## src/rtl/fetch_queue.sv

```systemverilog
`default_nettype none
// ============================================================================
// fetch_queue : single-outstanding instruction fetcher feeding a DEPTH-entry
// {pc, instr} FIFO to ID. Optional macro FETCH_BYPASS_EN: empty-queue bypass.
// Revision 1.0
// ============================================================================
module fetch_queue #(
  parameter int DEPTH = 2
) (
  input  logic        clk,
  input  logic        rst,
  input  logic [29:0] pc_i,
  output logic        pc_adv,
  input  logic        flush,
  output logic        imem_req,
  output logic [29:0] imem_addr,
  input  logic        imem_gnt,
  input  logic        imem_rvalid,
  input  logic [31:0] imem_rdata,
  output logic        id_valid,
  output logic [31:0] id_instr,
  output logic [29:0] id_pc,
  input  logic        id_ready
);

  localparam int AW = $clog2(DEPTH);
  localparam int CW = AW + 1;
  localparam logic [CW-1:0] FULL = CW'(DEPTH);

  localparam logic [1:0] IDLE = 2'd0;
  localparam logic [1:0] WAIT = 2'd1;
  localparam logic [1:0] DROP = 2'd2;

  logic [1:0]    state;
  logic [1:0]    state_nxt;
  logic [AW-1:0] wptr;
  logic [AW-1:0] rptr;
  logic [CW-1:0] count;
  logic [29:0]   req_pc;
  logic [29:0]   pc_mem    [DEPTH];
  logic [31:0]   instr_mem [DEPTH];

  logic fifo_valid;
  logic resp_ok;
  logic bypass;
  logic push;
  logic pop;

  always_ff @(posedge clk or negedge rst) begin
    if (!rst) begin
      state <= IDLE;
    end else begin
      state <= state_nxt;
    end
  end

  always_comb begin
    state_nxt = state;
    case (state)
      IDLE: if (pc_adv) state_nxt = WAIT;
      WAIT: begin
        if (imem_rvalid)   state_nxt = IDLE;
        else if (flush)    state_nxt = DROP;
      end
      DROP: if (imem_rvalid) state_nxt = IDLE;
      default: state_nxt = IDLE;
    endcase
  end

  always_comb begin
    imem_req = (state == IDLE) && (count < FULL) && !flush && rst;
    resp_ok  = (state == WAIT) && imem_rvalid && !flush;
  end

  assign pc_adv     = imem_req & imem_gnt;
  assign imem_addr  = pc_i;
  assign fifo_valid = (count != '0);

`ifdef FETCH_BYPASS_EN
  assign bypass = resp_ok & ~fifo_valid;
`else
  assign bypass = 1'b0;
`endif

  // A bypassed response consumed by ID in the same cycle never enters the FIFO.
  assign push = resp_ok & ~(bypass & id_ready);
  assign pop  = fifo_valid & id_ready & ~flush;

  always_comb begin
    id_valid = 1'b0;
    id_instr = '0;
    id_pc    = '0;
    if (fifo_valid) begin
      id_valid = 1'b1;
      id_instr = instr_mem[rptr];
      id_pc    = pc_mem[rptr];
    end else if (bypass) begin
      id_valid = 1'b1;
      id_instr = imem_rdata;
      id_pc    = req_pc;
    end
  end

  always_ff @(posedge clk or negedge rst) begin
    if (!rst) begin
      wptr   <= '0;
      rptr   <= '0;
      count  <= '0;
      req_pc <= '0;
    end else begin
      if (pc_adv) req_pc <= pc_i;
      if (flush) begin
        wptr  <= '0;
        rptr  <= '0;
        count <= '0;
      end else begin
        if (push) wptr <= wptr + 1'b1;
        if (pop)  rptr <= rptr + 1'b1;
        case ({push, pop})
          2'b10:   count <= count + 1'b1;
          2'b01:   count <= count - 1'b1;
          default: count <= count;
        endcase
      end
    end
  end

  always_ff @(posedge clk) begin
    if (push) begin
      pc_mem[wptr]    <= req_pc;
      instr_mem[wptr] <= imem_rdata;
    end
  end

endmodule
`default_nettype wire

```

## config.mk

```make
export PLATFORM = sky130hd
export DESIGN_NAME = fetch_queue
export DESIGN_NICKNAME = d
export VERILOG_FILES = /design/src/rtl/fetch_queue.sv
export SDC_FILE = /design/constraint.sdc
export NUM_CORES = 1
export LEC_CHECK = 0
export BUFFER_PORTS_ARGS = -buffer_cell sky130_fd_sc_hd__clkbuf_2
export CAP_MARGIN = 20
export CELL_PAD_IN_SITES_DETAIL_PLACEMENT = 1
export CELL_PAD_IN_SITES_GLOBAL_PLACEMENT = 1
export CORE_AREA = 2 2 126 128
export DETAILED_ROUTE_END_ITERATION = 7
export DIE_AREA = 0 0 128 130
export GPL_TIMING_DRIVEN = 0
export PLACE_DENSITY_LB_ADDON = 0.1
export SYNTH_ARGS = -nofsm -noshare
export SYNTH_HDL_FRONTEND = slang
export SYNTH_SLANG_ARGS = --single-unit
```

## constraint.sdc

```tcl
create_clock -name clk -period 5.45 [get_ports clk]
set_input_delay 0.545 -clock clk [delete_from_list [all_inputs] [get_ports clk]]
set_output_delay 0.545 -clock clk [all_outputs]
set_load 0.05 [all_outputs]
```

==> metrics.csv <==
metric,value,unit
worst_pin_slew,930,ps
post_cts_buffers,0,
p_total,2.82,mW
num-fill-cells,1561,
port_buffers,162,
coreArea,15400,µm²
hp-class,input port to async pin,
status,finished clean,
yosysWarningCount,0,
cts_root_buf,clkbuf_16,
fmax,333,MHz
finalClockSkew,5.26,ps
cp.arrival,2460,ps
place_ws,2540,ps
dr.pass1.iters,4,
synth_cells,392,
htreeDepth,4,
min_period_over_period,0.551,
num_rows,46,
ctsResizeCount,0,
drt_iter0_markers,155,
routed_via_density,4.75,
ys_seq_area_frac,0.719,
synth_top_area_cell,edfxtp_1,
period_minus_slack,3000,ps
grt-ovfl-total,0,
drive_gt1_frac,0.450,
multi_input_area,1490,µm²
seq_area,4620,µm²
rsz0062_at_grt,no,
antenna_found_initial,0,
whs,11.0,ps
numCtsBuffers,17,
fin_nets,646,
dieArea,16600,µm²
final-instance-count-excl-fill,783,
ys_top_cells_by_area,"edfxtp_1, dfrtp_1, mux2i_1, mux2_4, nor2_1",
p_leak,3.31,nW
routed_wl,13.4,mm
cp_data_required_time,4910,ps
syn_area_per_cell,16.4,µm²
start_util,0.417,
worst_slack,2450,ps
grt_max_degree,39,
clk_latency,410,ps
synth_top_area_frac,0.579,
maxSlewViolCount,0,
n_antenna_cell,0,
drc,0,
hpwlAfterDp,9.15,mm
cts_hold_buf,0,
clkSlewWorstSetupHoldPaths,60,ps
finalHoldViolCount,0,
dpl.cell_count,750,
route.detailed.wl_per_inst,17.1,µm
peakVddDrop,206,µV
track_usage,0.165,
yosysUniqueCellTypes,26,
critPathLaunchType,flop,
synth_fp_nets,460,
synth-seq-cells,160,
path_max_fanout,10,
areaGrowthSynthToFinish,26.5,%
end_kind,primary output,
die_w,128,µm
power_density,346,nW/µm²
die_y,130,µm
criticalPathCategory,flop to primary output,
grt_pass1_wl,20.4,mm
drtAntennaViolNets,0,
clkSinkCount,160,
cts_buffer_depth,2,
ios,163,
syn_area,6430,µm²
grt_pass1_vias,4009,
cts_tree,done,
finalWeightedCongestion,0.687,
max_slew_margin,0.378,
cap_violations,0,
setup_viol,0,
dr_total_vias,3719,
==> area by class of cell <==
type | instances | share of cell area
sequential | 160 | 0.568
clock buffer | 26 | 0.0589
inverter | 4 | 0.00185
multi-input combinational | 182 | 0.183
tap | 192 | 0.0295
clock inverter | 6 | 0.00723
buffer | 46 | 0.0389
timing repair buffer | 167 | 0.112
==> cell families after synthesis <==
| logic type | Yosys count | share of synthesized area |
|---|---|---|
| compound gates | 6 | 0.00564 |
| flops | 160 | 0.719 |
| mux | 93 | 0.167 |
| buf+inv | 50 | 0.0515 |
| xor+xnor | 2 | 0.00272 |
| simple gates | 81 | 0.0545 |
==> synth_stat cells <==
library cell	instances
dfrtp_1	36
buf_4	30
buf_2	7
nor3_1	1
xor2_1	1
xnor2_1	1
mux2_4	28
a21oi_1	1
o21ba_2	1
mux2i_1	63
nor2_2	1
nor2_1	68
and3_1	1
nand4_4	1
nand2_1	2
a31oi_1	1
inv_1	4
edfxtp_1	124
mux2_2	2
o21ai_0	3
clkbuf_1	6
nor4b_1	1
nand3_1	1
nand3b_1	3
nand2b_1	2
buf_6	3
==> path summary, 6_finish.rpt <==
kind | from | cells after the start | slack, ps | end
worst min register to register | req_pc[8] | 0 | 470 | pc_mem[0][8]
worst max register to register | state[1] | 4 | 3520 | instr_mem[1][10]
max in group asynchronous | rst | 2 | 4950 | req_pc[3]
worst min-delay path | rst | 1 | 10 | req_pc[20]
worst max-delay path | count[1] | 4 | 2450 | id_pc[24]
min in group clk | imem_rdata[20] | 1 | 320 | instr_mem[1][20]
==> metal layers <==
layer  wire length, µm  part of all wire  global-route usage
met1              5610              0.42               0.190
met2              6920              0.52               0.295
met3               652             0.049              0.0443
met4               195             0.015              0.0685
met5                 0                 0                   0
==> power by group <==
part	total [mW]	switching, mW	internal (mW)
logic	0.281	0.151	0.130
registers	1.45	0.0434	1.41
clock network	1.08	0.434	0.650
total	2.82	0.629	2.19
==> flip-flops by register name, summed over array words and instances, names as in the netlist <==
signal	flops
count	2
pc_mem	60
state	2
req_pc	30
instr_mem	64
rptr	1
wptr	1
==> worst max-delay path, stage by stage, from the launching register on <==
cell and delay (ps):
dfrtp_1 430, nor2_1 730, clkbuf_1 480, nor2_1 140, clkbuf_2 270
==> through the flow <==
stage	TNS [ps]	area (µm²)	util
detailed placement	0	7580	0.491
global placement	-63420	7480	0.485
floorplan	0	6430	-
global route	0	8140	0.528
finish	0	8140	0.528
CTS	0	8120	0.526
==> cells in the final DEF, fill, tap and decap left out, types with 3 or more instances in the layout <==
cell type / count
buf_12: 5
buf_2: 7
buf_4: 30
buf_6: 3
clkbuf_1: 13
clkbuf_16: 17
clkbuf_2: 162
dfrtp_1: 36
edfxtp_1: 124
inv_1: 4
mux2_4: 28
mux2i_1: 63
nand3b_1: 3
nor2_1: 66
o21ai_0: 3
Note: power is estimated with default switching activity, not from simulation.
